--- src/rtl/hv_reg_acc_ctrl_if.sv ---
// Register-access bus between the SPI/OWT arbiter (master) and hv_reg_acc_ctrl (slave).
// Requests are levels; acknowledges are single-cycle pulses with echoed address and read data.
interface hv_reg_acc_ctrl_if #(
    parameter int unsigned REG_AW    = 7,
    parameter int unsigned REG_DW    = 8,
    parameter int unsigned REG_CRC_W = 8
);
    logic                 i_rac_wr_req;
    logic                 i_rac_rd_req;
    logic [REG_AW-1:0]    i_rac_addr;
    logic [REG_DW-1:0]    i_rac_wdata;
    logic [REG_CRC_W-1:0] i_rac_wcrc;
    logic                 o_rac_wack;
    logic                 o_rac_rack;
    logic [REG_DW-1:0]    o_rac_data;
    logic [REG_AW-1:0]    o_rac_addr;

    modport master (
        output i_rac_wr_req, i_rac_rd_req, i_rac_addr, i_rac_wdata, i_rac_wcrc,
        input  o_rac_wack, o_rac_rack, o_rac_data, o_rac_addr
    );

    modport slave (
        input  i_rac_wr_req, i_rac_rd_req, i_rac_addr, i_rac_wdata, i_rac_wcrc,
        output o_rac_wack, o_rac_rack, o_rac_data, o_rac_addr
    );
endinterface

--- src/rtl/hv_reg_acc_ctrl.sv ---
// hv_reg_acc_ctrl: sequences one register-bank access per arbiter request with a fixed
// IDLE->EXEC->CAP->ACK cadence, flags CRC/address errors and keeps a saturating error count.
// Write-CRC checking is compiled in only when macro HV_RAC_CRC_CHK_EN is defined.
//
// state | meaning
// IDLE  | wait for wr/rd request, latch address/data/crc/type
// EXEC  | drive one-cycle bank strobe if access is legal
// CAP   | bank read data valid; register it with the echoed address
// ACK   | pulse wack/rack and any error flag
module hv_reg_acc_ctrl #(
    parameter int unsigned REG_AW    = 7,
    parameter int unsigned REG_DW    = 8,
    parameter int unsigned REG_CRC_W = 8,
    parameter int unsigned REG_NUM   = 96
) (
    input  logic              i_clk,
    input  logic              i_rst_n,
    hv_reg_acc_ctrl_if.slave  rac,
    output logic              o_reg_wr_en,
    output logic              o_reg_rd_en,
    output logic [REG_AW-1:0] o_reg_addr,
    output logic [REG_DW-1:0] o_reg_wdata,
    input  logic [REG_DW-1:0] i_reg_rdata,
    output logic              o_crc_err,
    output logic              o_addr_err,
    output logic [7:0]        o_err_cnt,
    input  logic              i_err_cnt_clr
);

    typedef enum logic [1:0] {ST_IDLE, ST_EXEC, ST_CAP, ST_ACK} state_t;

    state_t              state_q, state_d;
    logic [REG_AW-1:0]   addr_q, addr_d;
    logic [REG_DW-1:0]   wdata_q, wdata_d;
    logic                is_wr_q, is_wr_d;
    logic [REG_DW-1:0]   rac_data_q, rac_data_d;
    logic [REG_AW-1:0]   rac_addr_q, rac_addr_d;
    logic [7:0]          err_cnt_q, err_cnt_d;

    logic start;
    logic addr_ok;
    logic crc_ok;
    logic crc_err;
    logic addr_err;

    assign start   = (state_q == ST_IDLE) && (rac.i_rac_wr_req || rac.i_rac_rd_req);
    assign addr_ok = 32'(addr_q) < REG_NUM;

`ifdef HV_RAC_CRC_CHK_EN
    localparam int unsigned MSG_W = 8 + REG_DW;

    logic [REG_CRC_W-1:0] wcrc_q, wcrc_d;
    logic [7:0]           crc_calc;

    // Received CRC is captured together with the rest of the request
    always_comb wcrc_d = start ? rac.i_rac_wcrc : wcrc_q;

    // CRC register, cleared with the other latched request fields
    always_ff @(posedge i_clk or negedge i_rst_n) begin
        if (!i_rst_n) wcrc_q <= '0;
        else          wcrc_q <= wcrc_d;
    end

    // CRC-8 (poly 0x07, init 0) over {address zero-padded to a byte, write data}, MSB first
    always_comb begin : crc8
        logic [MSG_W-1:0] msg;
        logic             fb;
        msg      = {8'(addr_q), wdata_q};
        crc_calc = 8'h00;
        for (int i = MSG_W - 1; i >= 0; i--) begin
            fb       = crc_calc[7] ^ msg[i];
            crc_calc = {crc_calc[6:0], 1'b0} ^ (fb ? 8'h07 : 8'h00);
        end
    end

    assign crc_ok    = (crc_calc == 8'(wcrc_q));
    assign o_crc_err = crc_err;
`else
    logic unused_wcrc;

    assign unused_wcrc = ^rac.i_rac_wcrc;
    assign crc_ok      = 1'b1;
    assign o_crc_err   = 1'b0;
`endif

    // Next-state, request latching and per-state strobes
    always_comb begin
        state_d        = state_q;
        addr_d         = addr_q;
        wdata_d        = wdata_q;
        is_wr_d        = is_wr_q;
        rac_data_d     = rac_data_q;
        rac_addr_d     = rac_addr_q;
        o_reg_wr_en    = 1'b0;
        o_reg_rd_en    = 1'b0;
        rac.o_rac_wack = 1'b0;
        rac.o_rac_rack = 1'b0;
        crc_err        = 1'b0;
        addr_err       = 1'b0;
        case (state_q)
            ST_IDLE: begin
                if (start) begin
                    addr_d  = rac.i_rac_addr;
                    wdata_d = rac.i_rac_wdata;
                    is_wr_d = rac.i_rac_wr_req;
                    state_d = ST_EXEC;
                end
            end
            ST_EXEC: begin
                o_reg_wr_en = is_wr_q && crc_ok && addr_ok;
                o_reg_rd_en = !is_wr_q && addr_ok;
                state_d     = ST_CAP;
            end
            ST_CAP: begin
                rac_data_d = (!is_wr_q && addr_ok) ? i_reg_rdata : '0;
                rac_addr_d = addr_q;
                state_d    = ST_ACK;
            end
            ST_ACK: begin
                rac.o_rac_wack = is_wr_q;
                rac.o_rac_rack = !is_wr_q;
                crc_err        = is_wr_q && !crc_ok;
                addr_err       = !addr_ok && !crc_err;
                state_d        = ST_IDLE;
            end
            default: state_d = ST_IDLE;
        endcase
    end

    // Saturating error counter; clear has priority over a same-cycle error
    always_comb begin
        err_cnt_d = err_cnt_q;
        if (i_err_cnt_clr)
            err_cnt_d = '0;
        else if ((crc_err || addr_err) && (err_cnt_q != 8'hFF))
            err_cnt_d = err_cnt_q + 8'd1;
    end

    // State and datapath registers
    always_ff @(posedge i_clk or negedge i_rst_n) begin
        if (!i_rst_n) begin
            state_q    <= ST_IDLE;
            addr_q     <= '0;
            wdata_q    <= '0;
            is_wr_q    <= 1'b0;
            rac_data_q <= '0;
            rac_addr_q <= '0;
            err_cnt_q  <= '0;
        end else begin
            state_q    <= state_d;
            addr_q     <= addr_d;
            wdata_q    <= wdata_d;
            is_wr_q    <= is_wr_d;
            rac_data_q <= rac_data_d;
            rac_addr_q <= rac_addr_d;
            err_cnt_q  <= err_cnt_d;
        end
    end

    assign o_reg_addr     = addr_q;
    assign o_reg_wdata    = wdata_q;
    assign o_addr_err     = addr_err;
    assign o_err_cnt      = err_cnt_q;
    assign rac.o_rac_data = rac_data_q;
    assign rac.o_rac_addr = rac_addr_q;

endmodule

--- src/flat_wrapper.sv ---
// flat-port wrapper written by rule: the top's interface ports become plain ports
module hv_reg_acc_ctrl_flat 
#(
    parameter int unsigned REG_AW    = 7,
    parameter int unsigned REG_DW    = 8,
    parameter int unsigned REG_CRC_W = 8,
    parameter int unsigned REG_NUM   = 96
)
  (i_clk, i_rst_n, o_reg_wr_en, o_reg_rd_en, o_reg_addr, o_reg_wdata, i_reg_rdata, o_crc_err, o_addr_err, o_err_cnt, i_err_cnt_clr, rac_i_rac_wr_req, rac_i_rac_rd_req, rac_i_rac_addr, rac_i_rac_wdata, rac_i_rac_wcrc, rac_o_rac_wack, rac_o_rac_rack, rac_o_rac_data, rac_o_rac_addr);
  hv_reg_acc_ctrl_if #(.REG_AW(REG_AW), .REG_DW(REG_DW), .REG_CRC_W(REG_CRC_W)) rac_i ();
  input  logic i_clk;
  input  logic i_rst_n;
  output logic o_reg_wr_en;
  output logic o_reg_rd_en;
  output logic [REG_AW-1:0] o_reg_addr;
  output logic [REG_DW-1:0] o_reg_wdata;
  input  logic [REG_DW-1:0] i_reg_rdata;
  output logic o_crc_err;
  output logic o_addr_err;
  output logic [7:0] o_err_cnt;
  input  logic i_err_cnt_clr;
  input wire logic [$bits(rac_i.i_rac_wr_req)-1:0] rac_i_rac_wr_req;
  input wire logic [$bits(rac_i.i_rac_rd_req)-1:0] rac_i_rac_rd_req;
  input wire logic [$bits(rac_i.i_rac_addr)-1:0] rac_i_rac_addr;
  input wire logic [$bits(rac_i.i_rac_wdata)-1:0] rac_i_rac_wdata;
  input wire logic [$bits(rac_i.i_rac_wcrc)-1:0] rac_i_rac_wcrc;
  output wire logic [$bits(rac_i.o_rac_wack)-1:0] rac_o_rac_wack;
  output wire logic [$bits(rac_i.o_rac_rack)-1:0] rac_o_rac_rack;
  output wire logic [$bits(rac_i.o_rac_data)-1:0] rac_o_rac_data;
  output wire logic [$bits(rac_i.o_rac_addr)-1:0] rac_o_rac_addr;
  assign rac_i.i_rac_wr_req = rac_i_rac_wr_req;
  assign rac_i.i_rac_rd_req = rac_i_rac_rd_req;
  assign rac_i.i_rac_addr = rac_i_rac_addr;
  assign rac_i.i_rac_wdata = rac_i_rac_wdata;
  assign rac_i.i_rac_wcrc = rac_i_rac_wcrc;
  assign rac_o_rac_wack = rac_i.o_rac_wack;
  assign rac_o_rac_rack = rac_i.o_rac_rack;
  assign rac_o_rac_data = rac_i.o_rac_data;
  assign rac_o_rac_addr = rac_i.o_rac_addr;
  hv_reg_acc_ctrl #(.REG_AW(REG_AW), .REG_DW(REG_DW), .REG_CRC_W(REG_CRC_W), .REG_NUM(REG_NUM)) u_core (.i_clk(i_clk), .i_rst_n(i_rst_n), .rac(rac_i), .o_reg_wr_en(o_reg_wr_en), .o_reg_rd_en(o_reg_rd_en), .o_reg_addr(o_reg_addr), .o_reg_wdata(o_reg_wdata), .i_reg_rdata(i_reg_rdata), .o_crc_err(o_crc_err), .o_addr_err(o_addr_err), .o_err_cnt(o_err_cnt), .i_err_cnt_clr(i_err_cnt_clr));
endmodule
--- config.mk ---
export PLATFORM = sky130hd
export DESIGN_NAME = hv_reg_acc_ctrl_flat
export DESIGN_NICKNAME = d
export VERILOG_FILES = /design/src/rtl/hv_reg_acc_ctrl_if.sv /design/src/rtl/hv_reg_acc_ctrl.sv /design/src/flat_wrapper.sv
export SDC_FILE = /design/constraint.sdc
export NUM_CORES = 1
export LEC_CHECK = 0
export CAP_MARGIN = 25
export CELL_PAD_IN_SITES_DETAIL_PLACEMENT = 0
export CELL_PAD_IN_SITES_GLOBAL_PLACEMENT = 1
export CORE_MARGIN = 3
export CORE_UTILIZATION = 31
export CTS_CLUSTER_SIZE = 40
export DETAILED_ROUTE_END_ITERATION = 8
export GPL_ROUTABILITY_DRIVEN = 0
export PLACE_DENSITY_LB_ADDON = 0.15
export SLEW_MARGIN = 0
export SYNTH_ARGS = -nofsm -noshare
export SYNTH_HDL_FRONTEND = slang
export SYNTH_SLANG_ARGS = --single-unit
--- constraint.sdc ---
create_clock -name i_clk -period 2.45 [get_ports i_clk]
set_clock_uncertainty 0.1 [all_clocks]
set_input_delay 0.245 -clock i_clk [delete_from_list [all_inputs] [get_ports i_clk]]
set_output_delay 0.245 -clock i_clk [all_outputs]
set_load 0.01 [all_outputs]
==> results.sh <==
export IMPL_crit_buf_inv=1
export IMPL_syn_area_per_cell_um2=12.05
export IMPL_routed_via_density=4.595
export IMPL_drv_cap=0
export IMPL_via_count=1374
export IMPL_syn_to_final_growth_pct=49.45
export IMPL_required_ns=2.11
export IMPL_antenna_left=0
export IMPL_drc=0
export IMPL_first_global_vias=1407
export IMPL_leakagePower_nw=1.184
export IMPL_drt_wl_total_um=4130
export IMPL_first_pass_iters=3
export IMPL_grt_max_degree=42
export IMPL_grt_util_met1_pct=13.65
export IMPL_pin_count=80
export IMPL_r2r_slack_ns=0.67
export IMPL_synth_cell_type_count=35
export IMPL_cts_path_max_buffers=2
export IMPL_overflow=0
export IMPL_yosysWarnings=0
export IMPL_yosys_area_top_type="dfrtp_1"
export IMPL_antenna_found_initial=0
export IMPL_hp_class="in -> async"
export IMPL_critPathLaunchType="flop"
export IMPL_grt_pass1_wl_um=6548
export IMPL_grtUsageMet3_pct=6.074
export IMPL_path_class="reg -> out"
export IMPL_final_cell_count_no_fill=299
export IMPL_max_vdd_ir_drop_v=0.0005494
export IMPL_place_ws_ns=0.5571
export IMPL_met2_usage_pct=22.44
export IMPL_max_freq_mhz=460.0
export IMPL_dp_hpwl_um=3053
export IMPL_hold_violations=0
export IMPL_cts_clk_slew_worst_paths_ns=0.08
export IMPL_yosysSeqAreaShare_pct=56.40
export IMPL_clk_latency_ns=0.28
export IMPL_setup_viol=0
export IMPL_synth_seq_cells=41
export IMPL_diodes=0
export IMPL_htreeDepth=2
export IMPL_drtIter0Drc=16
export IMPL_cts_tree="built"
export IMPL_crit_path_max_fanout=6
export IMPL_status="finished, final reports clean"
export IMPL_layout_common_cells="clkdlybuf4s50_1 (69), dfrtp_1 (41), mux2_2 (23)"
export IMPL_synth_top_area_share_pct=56.40
export IMPL_cts_sinks=41
export IMPL_synth_area_top_cells="dfrtp_1 (56%), mux2_2 (14%), ha_1 (4.1%)"
export IMPL_syn_nets=193
export IMPL_die_area_um2=6824
export IMPL_core_area_um2=5608
export IMPL_critical_path_top_delay_family="buffers and inverters"
export IMPL_grt_usage_pct=12.75
export IMPL_start_util_pct=32.44
export IMPL_syn_inst=151
export IMPL_setup_tns_ns=0
export IMPL_finalPower_mw=2.957
export IMPL_worst_path_max_delay_cell="clkdlybuf4s50_1"
export IMPL_cts_resized=0
export IMPL_die_y_um=82.61
export IMPL_critical_path_arrival_ns=1.83
export IMPL_ctsRootBufferMaster="clkbuf_8"
export IMPL_die_w_um=82.61
export IMPL_slowest_delay_ns=0.60
export IMPL_row_count=27
export IMPL_p_per_area_nw_per_um2=1088
export IMPL_grt_setup_unrepaired="false"
export IMPL_fillCellCount=542
export IMPL_cts_buffers=5
export IMPL_fin_ws_ns=0.2761
export IMPL_cp_cell_sequence="ha_1, and3_1, clkdlybuf4s50_1"
export IMPL_layout_drive_gt1_share_pct=17.62
export IMPL_final_common_cell="clkdlybuf4s50_1"
export IMPL_final_nets=268
export IMPL_io_buffers=70
export IMPL_dpl_cell_count=289
export IMPL_top_usage_layer="met2"
export IMPL_maxSlewViolCount=0
export IMPL_fin_crit_ns=2.174
export IMPL_wire_per_inst_um=13.81
export IMPL_syn_cell_area_um2=1819
export IMPL_fin_crit_sh_pct=88.73
export IMPL_endpoint_kind="primary output"
state kept, by name, summed over array words and instances (netlist names):
signal / count
u_core.state_q: 2
u_core.rac.o_rac_data: 8
u_core.o_reg_wdata: 8
u_core.o_reg_addr: 7
u_core.is_wr_q: 1
u_core.o_err_cnt: 8
u_core.rac.o_rac_addr: 7
through the flow:
stage | instance area [um^2] | hold WS, ns | utilization (%)
floorplan | 1819 | -0.1506 | -
global placement | 2587 | 0.3206 | 46.14
detailed placement | 2587 | 0.3428 | 46.14
CTS | 2689 | 0.02834 | 47.95
global route | 2719 | 0.3790 | 48.48
finish | 2719 | 0.3624 | 48.48
final cells by class:
cell class	instances	area (um^2)	area share (%)
clock buffer	7	96.34	3.543
clock inverter	1	5.005	0.1841
inverter	10	37.54	1.381
multi-input combinational	93	715.7	26.32
sequential	41	1026	37.74
tap	72	90.09	3.313
timing repair buffer	75	748.2	27.52
synthesized netlist by cell type, drive strengths merged:
library cell / instances
dfrtp: 41
mux2: 23
nand2: 17
o21ai: 11
inv: 10
ha: 6
nor2: 6
buf: 4
and3: 3
and4: 3
clkbuf: 3
xor2: 3
mux2i: 2
nand4: 2
nor2b: 2
nor3b: 2
o211ai: 2
a21oi: 1
a31oi: 1
and2: 1
and3b: 1
conb: 1
nand3: 1
nor3: 1
nor4b: 1
o21a: 1
o21bai: 1
or4: 1
cell families after synthesis:
family	count (synthesis)	synth area share, %
AOI/OAI and AO/OA	17	6.121
other	1	0.2061
DFF	41	56.40
adders and majority gates	6	4.126
and+or+nand+nor	41	12.10
buffers and inverters	17	4.264
muxes	25	15.34
xor gates and xnor gates	3	1.445
path summary, 6_finish.rpt:
path	cells after the start	startpoint	endpoint
setup / recovery	3	u_core.state_q[1]	o_addr_err
max in group asynchronous	3	i_rst_n	u_core.o_reg_addr[1]
hold / removal	3	i_rst_n	u_core.o_err_cnt[6]
min in group i_clk	1	u_core.o_reg_wdata[1]	u_core.o_reg_wdata[1]
setup reg to reg	5	u_core.state_q[1]	u_core.o_err_cnt[5]
hold reg to reg	1	u_core.o_reg_wdata[1]	u_core.o_reg_wdata[1]
per-layer routing:
layer | up-vias | share of wire (%)
li1 | 655 | -
met1 | 674 | 40
met3 | 2 | 8.5
met4 | 0 | 0.48
met5 | - | 0
met2 | 43 | 51
power by group:
| group | leakage [nW] | total, mW | internal (mW) | switching (mW) |
|---|---|---|---|---|
| clock | 0.0542 | 0.474 | 0.255 | 0.219 |
| sequential | 0.512 | 1.12 | 0.944 | 0.173 |
| combinational | 0.618 | 1.37 | 0.826 | 0.541 |
worst register-to-register path, delay by kind of cell, from the launching register on:
family	cells	cell delay, ns
AOI/OAI and AO/OA	1	0.12
and+or+nand+nor	3	0.90
adders and majority gates	1	0.22
DFF	1	0.39
repair_timing:
action | 4_1_cts | 5_1_grt
hold buffers | 0 | 1
setup buffers | 0 | 0
endpoints found under the hold margin | 0 | 41
Note: power is estimated with default switching activity, not from simulation.
==> edit 1 (same flow settings) <==
Encoding of `state_t`: now one-hot (4 bits for 4 states).
--- a/src/rtl/hv_reg_acc_ctrl.sv
+++ b/src/rtl/hv_reg_acc_ctrl.sv
@@ -27,7 +27,7 @@
     input  logic              i_err_cnt_clr
 );
 
-    typedef enum logic [1:0] {ST_IDLE, ST_EXEC, ST_CAP, ST_ACK} state_t;
+    typedef enum logic [3:0] {ST_IDLE = 4'b0001, ST_EXEC = 4'b0010, ST_CAP = 4'b0100, ST_ACK = 4'b1000} state_t;
 
     state_t              state_q, state_d;
     logic [REG_AW-1:0]   addr_q, addr_d;
Check against the original RTL: same outputs for any inputs over 10 cycles, from zero or initial values and one cycle with i_rst_n low; not proved beyond that.
==> edit 1 against the unedited design <==
Design area up 0.41%; critical path depth unchanged; sequential cell count up 2; power down 4.8%; count of clock-buffer cells in the layout unchanged; synthesized area about the same; routed wire length up 4.3%; worst setup slack worse by 0.18 ns; die area about the same; synthesized cell count up 0.66%.
==> edit 1: results (changes against the unedited design) <==
fraction of layout cells with a size suffix above 1 - 14.9% (-2.7 points)
multi-input logic portion of the cell area - 25.5% (-0.80 points)
class of the tightest hold or removal check - input pin to async pin
Yosys cell types - 34 (-2.9%)
DPL Wire Length - 3120 microns (+2.2%)
sequential element share of the synthesized area - 59.2% (+2.8 points)
data arrival time of the critical path - 2.01 ns (+0.18 ns)
worst vdd ir - 0.000559 V (+1.7%)
detailed-router iteration count before antenna repair - 4 (+1)
result of the run - finished clean
relative area of non-clock buffer cells in the final design - 27.4% (-0.11 points)
leakage power total - 1.16 nW (-1.8%)
Seq/total area - 39.5% (+1.7 points)
via count of the first global-routing pass - 1463 (+4.0%)
sequential cell count - 43 (+4.9%)
Inverters - 3 (-7)
largest cells by area after synthesis - dfrtp_1 (58%), mux2_2 (9.3%), nand2_1 (5.4%)
post-detailed-routing wire length - 4310 microns (+4.3%)
number of nets in the synthesized netlist - 189 (-2.1%)
Layout fillers - 536 (-1.1%)
number of nets at the end of the flow - 264 (-1.5%)
CP Max Fanout - 5 (-1)
worst setup slack before clock tree synthesis - 0.340 ns (-0.217 ns)
Vias per Instance - 4.66 (+1.5%)
DP Cell Count - 290 (+0.35%)
Multi-input comb cells - 99 (+6.5%)
total routing usage reported by global routing - 13.4% (+0.61 points)
largest net degree at the start of global routing - 44 (+4.8%)
Initial DRC Count - 41 (+25)
clock network contribution to total cell area - 3.90% (+0.17 points)
routed wirelength normalized by instance count - 14.4 microns (+3.9%)
first-pass GRT wire length - 6870 microns (+4.8%)
Avg Cell Area, Syn - 12.0 sq um (-0.59%)
Sw Share - 30.7% (-0.85 points)
-- edit 1: cell count changes in the layout (fill, tap and decap cells not counted), moves of 5 or more --
cell and delta:
nor3_1 +5, ha_1 -5, inv_1 -8, nor2_1 +6
a22o_1 +8, mux2_2 -8, o21ai_0 -6, nand2_1 +9
-- edit 1: logic make-up after synthesis --
| family | Yosys count | synth area share, % |
|---|---|---|
| buf+inv | 10 | 3.09 |
| compound gates | 17 | 7.35 |
| fa+ha+maj | 1 | 0.687 |
| flops | 43 | 59.2 |
| simple gates | 61 | 18.1 |
| xor+xnor | 1 | 0.481 |
| mux | 18 | 10.9 |
| other cells | 1 | 0.206 |
-- edit 1: worst paths after layout --
| path | to | cells past startpoint | start | slack [ns] |
|---|---|---|---|---|
| setup / recovery | o_addr_err | 3 | u_core.state_q[1]$_DFFE_PN0P_ | 0.1 |
| hold / removal | u_core.o_err_cnt[6]$_DFFE_PN0P_ | 2 | i_rst_n | 0.18 |
| setup reg to reg | u_core.o_reg_addr[3]$_DFFE_PN0P_ | 4 | u_core.state_q[0]$_DFFE_PN1P_ | 0.39 |
| hold reg to reg | u_core.rac.o_rac_addr[6]$_DFFE_PN0N_ | 2 | u_core.rac.o_rac_addr[6]$_DFFE_PN0N_ | 0.37 |
| max in group asynchronous | u_core.state_q[0]$_DFFE_PN1P_ | 3 | i_rst_n | 1.60 |
| min in group i_clk | u_core.rac.o_rac_addr[6]$_DFFE_PN0N_ | 2 | u_core.rac.o_rac_addr[6]$_DFFE_PN0N_ | 0.37 |
-- edit 1: repair_timing --
item | 4_1_cts | 5_1_grt
hold buffers | 0 | 1
hold endpoints to repair | 0 | 42
setup endpoints to repair | 0 | 3
resized for setup | 0 | 2
-- edit 1: power by group through the flow --
stage	registers, mW	clock network [mW]	logic, mW
2_1_floorplan	1.24	0	0.449
3_3_place_gp	1.14	0	1.13
3_5_place_dp	1.15	0	1.16
4_1_cts	1.14	0.560	1.16
5_1_grt	1.17	0.586	1.25
6_report	1.14	0.535	1.14
-- edit 1: stage by stage --
step                cell area (sq um)  hold WS (ns)  utilization [%]
floorplan                        1820        -0.151                -
global placement                 2580         0.337             46.1
detailed placement               2580         0.355             46.1
CTS                              2690        0.0321             48.0
global route                     2730         0.195             48.7
finish                           2730         0.181             48.7
-- edit 1: routing by layer --
layer / wire length, microns / share of wire (%) / vias up / track usage, %
li1: - / - / 679 / -
met2: 2000 / 47 / 54 / 21.4
met1: 1830 / 43 / 659 / 16.1
met4: 53 / 1.2 / 0 / 4.90
met5: 0 / 0 / - / 0
met3: 418 / 9.7 / 7 / 5.42
-- edit 1: worst max-delay path: stages, from the launching register on --
cell	delay (ns)
dfrtp_1	0.42
or4b_4	0.57
nor2_1	0.17
clkdlybuf4s50_1	0.57
==> edit 2 (config.mk and constraints unchanged) <==
Made on the original files. `REG_NUM` is set to 96 in 2 places; all go to 48.
--- a/src/rtl/hv_reg_acc_ctrl.sv
+++ b/src/rtl/hv_reg_acc_ctrl.sv
@@ -11,7 +11,7 @@
     parameter int unsigned REG_AW    = 7,
     parameter int unsigned REG_DW    = 8,
     parameter int unsigned REG_CRC_W = 8,
-    parameter int unsigned REG_NUM   = 96
+    parameter int unsigned REG_NUM   = 48
 ) (
     input  logic              i_clk,
     input  logic              i_rst_n,
--- a/src/flat_wrapper.sv
+++ b/src/flat_wrapper.sv
@@ -4,7 +4,7 @@
     parameter int unsigned REG_AW    = 7,
     parameter int unsigned REG_DW    = 8,
     parameter int unsigned REG_CRC_W = 8,
-    parameter int unsigned REG_NUM   = 96
+    parameter int unsigned REG_NUM   = 48
 )
   (i_clk, i_rst_n, o_reg_wr_en, o_reg_rd_en, o_reg_addr, o_reg_wdata, i_reg_rdata, o_crc_err, o_addr_err, o_err_cnt, i_err_cnt_clr, rac_i_rac_wr_req, rac_i_rac_rd_req, rac_i_rac_addr, rac_i_rac_wdata, rac_i_rac_wcrc, rac_o_rac_wack, rac_o_rac_rack, rac_o_rac_data, rac_o_rac_addr);
   hv_reg_acc_ctrl_if #(.REG_AW(REG_AW), .REG_DW(REG_DW), .REG_CRC_W(REG_CRC_W)) rac_i ();
Behaviour: not the same (Yosys sat finds a counterexample within 4 cycles, from zero or initial values and one cycle with i_rst_n low).
==> edit 2 against the unedited design <==
Worst setup slack worse by 0.017 ns; highest routed layer unchanged; non-clock buffer count is 1 lower; synthesized area hardly changed; critical endpoint is now o_reg_wr_en; routed wire length is 2.7% higher; sequential cell count stayed put; design area is 0.51% higher; power is 6.1% higher; critical path type unchanged; global-route usage is 0.40 points higher.
==> edit 2: results (changes against the unedited design) <==
Initial DRC Count - 34 (+18)
end of the critical path - o_reg_wr_en
total routing usage reported by global routing - 13.2% (+0.40 points)
Vias per Instance - 4.82 (+5.0%)
detailed-router iteration count before antenna repair - 4 (+1)
via count of the first global-routing pass - 1394 (-0.92%)
reg-to-reg critical path endpoint - u_core.o_reg_addr[0]$_DFFE_PN0P_
largest cells by area after synthesis - dfrtp_1 (56%), mux2_2 (14%), a22o_1 (3.8%)
number of warning messages in the yosys log - 0 (unchanged)
shortest clock period the worst path allows after layout - 2.19 ns (+0.0169 ns)
routed wirelength normalized by instance count - 14.7 microns (+6.2%)
DPL Wire Length - 3170 microns (+3.7%)
Critical Path Source - u_core.o_reg_addr[5]$_DFFE_PN0P_
data arrival time of the critical path - 1.85 ns (+0.02 ns)
first-pass GRT wire length - 6730 microns (+2.8%)
reg2reg setup slack - 0.81 ns (+0.14 ns)
Layout fillers - 517 (-4.6%)
fraction of layout cells with a size suffix above 1 - 19.4% (+1.7 points)
number of nets in the synthesized netlist - 181 (-6.2%)
Yosys cell types - 36 (+2.9%)
Post-synth top cells - dfrtp_1 (41), mux2_2 (23), a22o_1 (8)
slowest cell delay on critical path - 0.53 ns (-0.07 ns)
result of the run - finished clean
buffer cell driving the clock tree root - clkbuf_8
CP Max Fanout - 5 (-1)
leakage power total - 1.16 nW (-2.2%)
==> edit 2: repair_timing <==
item / 4_1_cts / 5_1_grt
endpoints found under the setup margin: 0 / 0
hold buffers: 0 / 1
endpoints found under the hold margin: 0 / 41
==> edit 2: stage by stage <==
stage | util [%] | instance area [sq um] | instances | hold slack (ns)
4_1_cts | 48.2 | 2700 | 287 | 0.00883
3_5_place_dp | 46.2 | 2590 | 279 | 0.331
5_1_grt | 48.7 | 2730 | 289 | 0.193
2_1_floorplan | - | 1820 | 140 | -0.151
3_3_place_gp | 46.2 | 2590 | 279 | 0.322
6_report | 48.7 | 2730 | 289 | 0.186
==> edit 2: final cells by class <==
cell class	count	area share (%)
repair buffers	74	27.1
flip-flops and latches	41	37.5
clock inverters	3	1.60
inverters	7	0.962
multi-input cells	87	27.0
well taps	72	3.30
clock buffers	5	2.52
==> edit 2: worst min-delay path by stage <==
stage / endpoint / slack [ns] / startpoint / depth (start not counted)
CTS: u_core.o_reg_addr[6]$_DFFE_PN0P_ / 0.009 / i_rst_n / 1
detailed placement: u_core.o_err_cnt[3]$_DFFE_PN0P_ / 0.33 / i_rst_n / 1
floorplan: u_core.is_wr_q$_DFFE_PN0P_ / -0.15 / i_rst_n / 0
global route: u_core.o_err_cnt[3]$_DFFE_PN0P_ / 0.19 / i_rst_n / 2
finish: u_core.o_err_cnt[4]$_DFFE_PN0P_ / 0.19 / i_rst_n / 2
global placement: u_core.o_err_cnt[3]$_DFFE_PN0P_ / 0.32 / i_rst_n / 1
==> edit 2: critical path, delay by kind of cell, from the launching register on <==
kind / cells / cell delay, ns
compound gates: 1 / 0.39
simple gates: 1 / 0.22
buf+inv: 1 / 0.53
flops: 1 / 0.42
==> edit 2: cell families (layout without fill, tap and decap cells) <==
family          count (synthesis)  count (layout)  share of synthesized area (%)
fa+ha+maj                       5               5                           3.44
flops                          41              41                           56.4
simple gates                   29              29                           9.21
compound gates                 26              26                           11.4
other cells                     1               1                          0.206
mux                            26              26                           16.2
buf+inv                        12              89                           3.16
==> edit 2: layer usage <==
layer | global-route usage, % | wire, microns | part of all wire [%]
met2 | 21.9 | 2220 | 52
met5 | 0 | 0 | 0
met1 | 15.5 | 1640 | 39
met4 | 3.43 | 34 | 0.80
met3 | 5.86 | 349 | 8.2
==> edit 2: power by group <==
group          internal [mW]  switching, mW
clock                  0.305          0.240
combinational          0.866          0.592
sequential             0.947          0.186
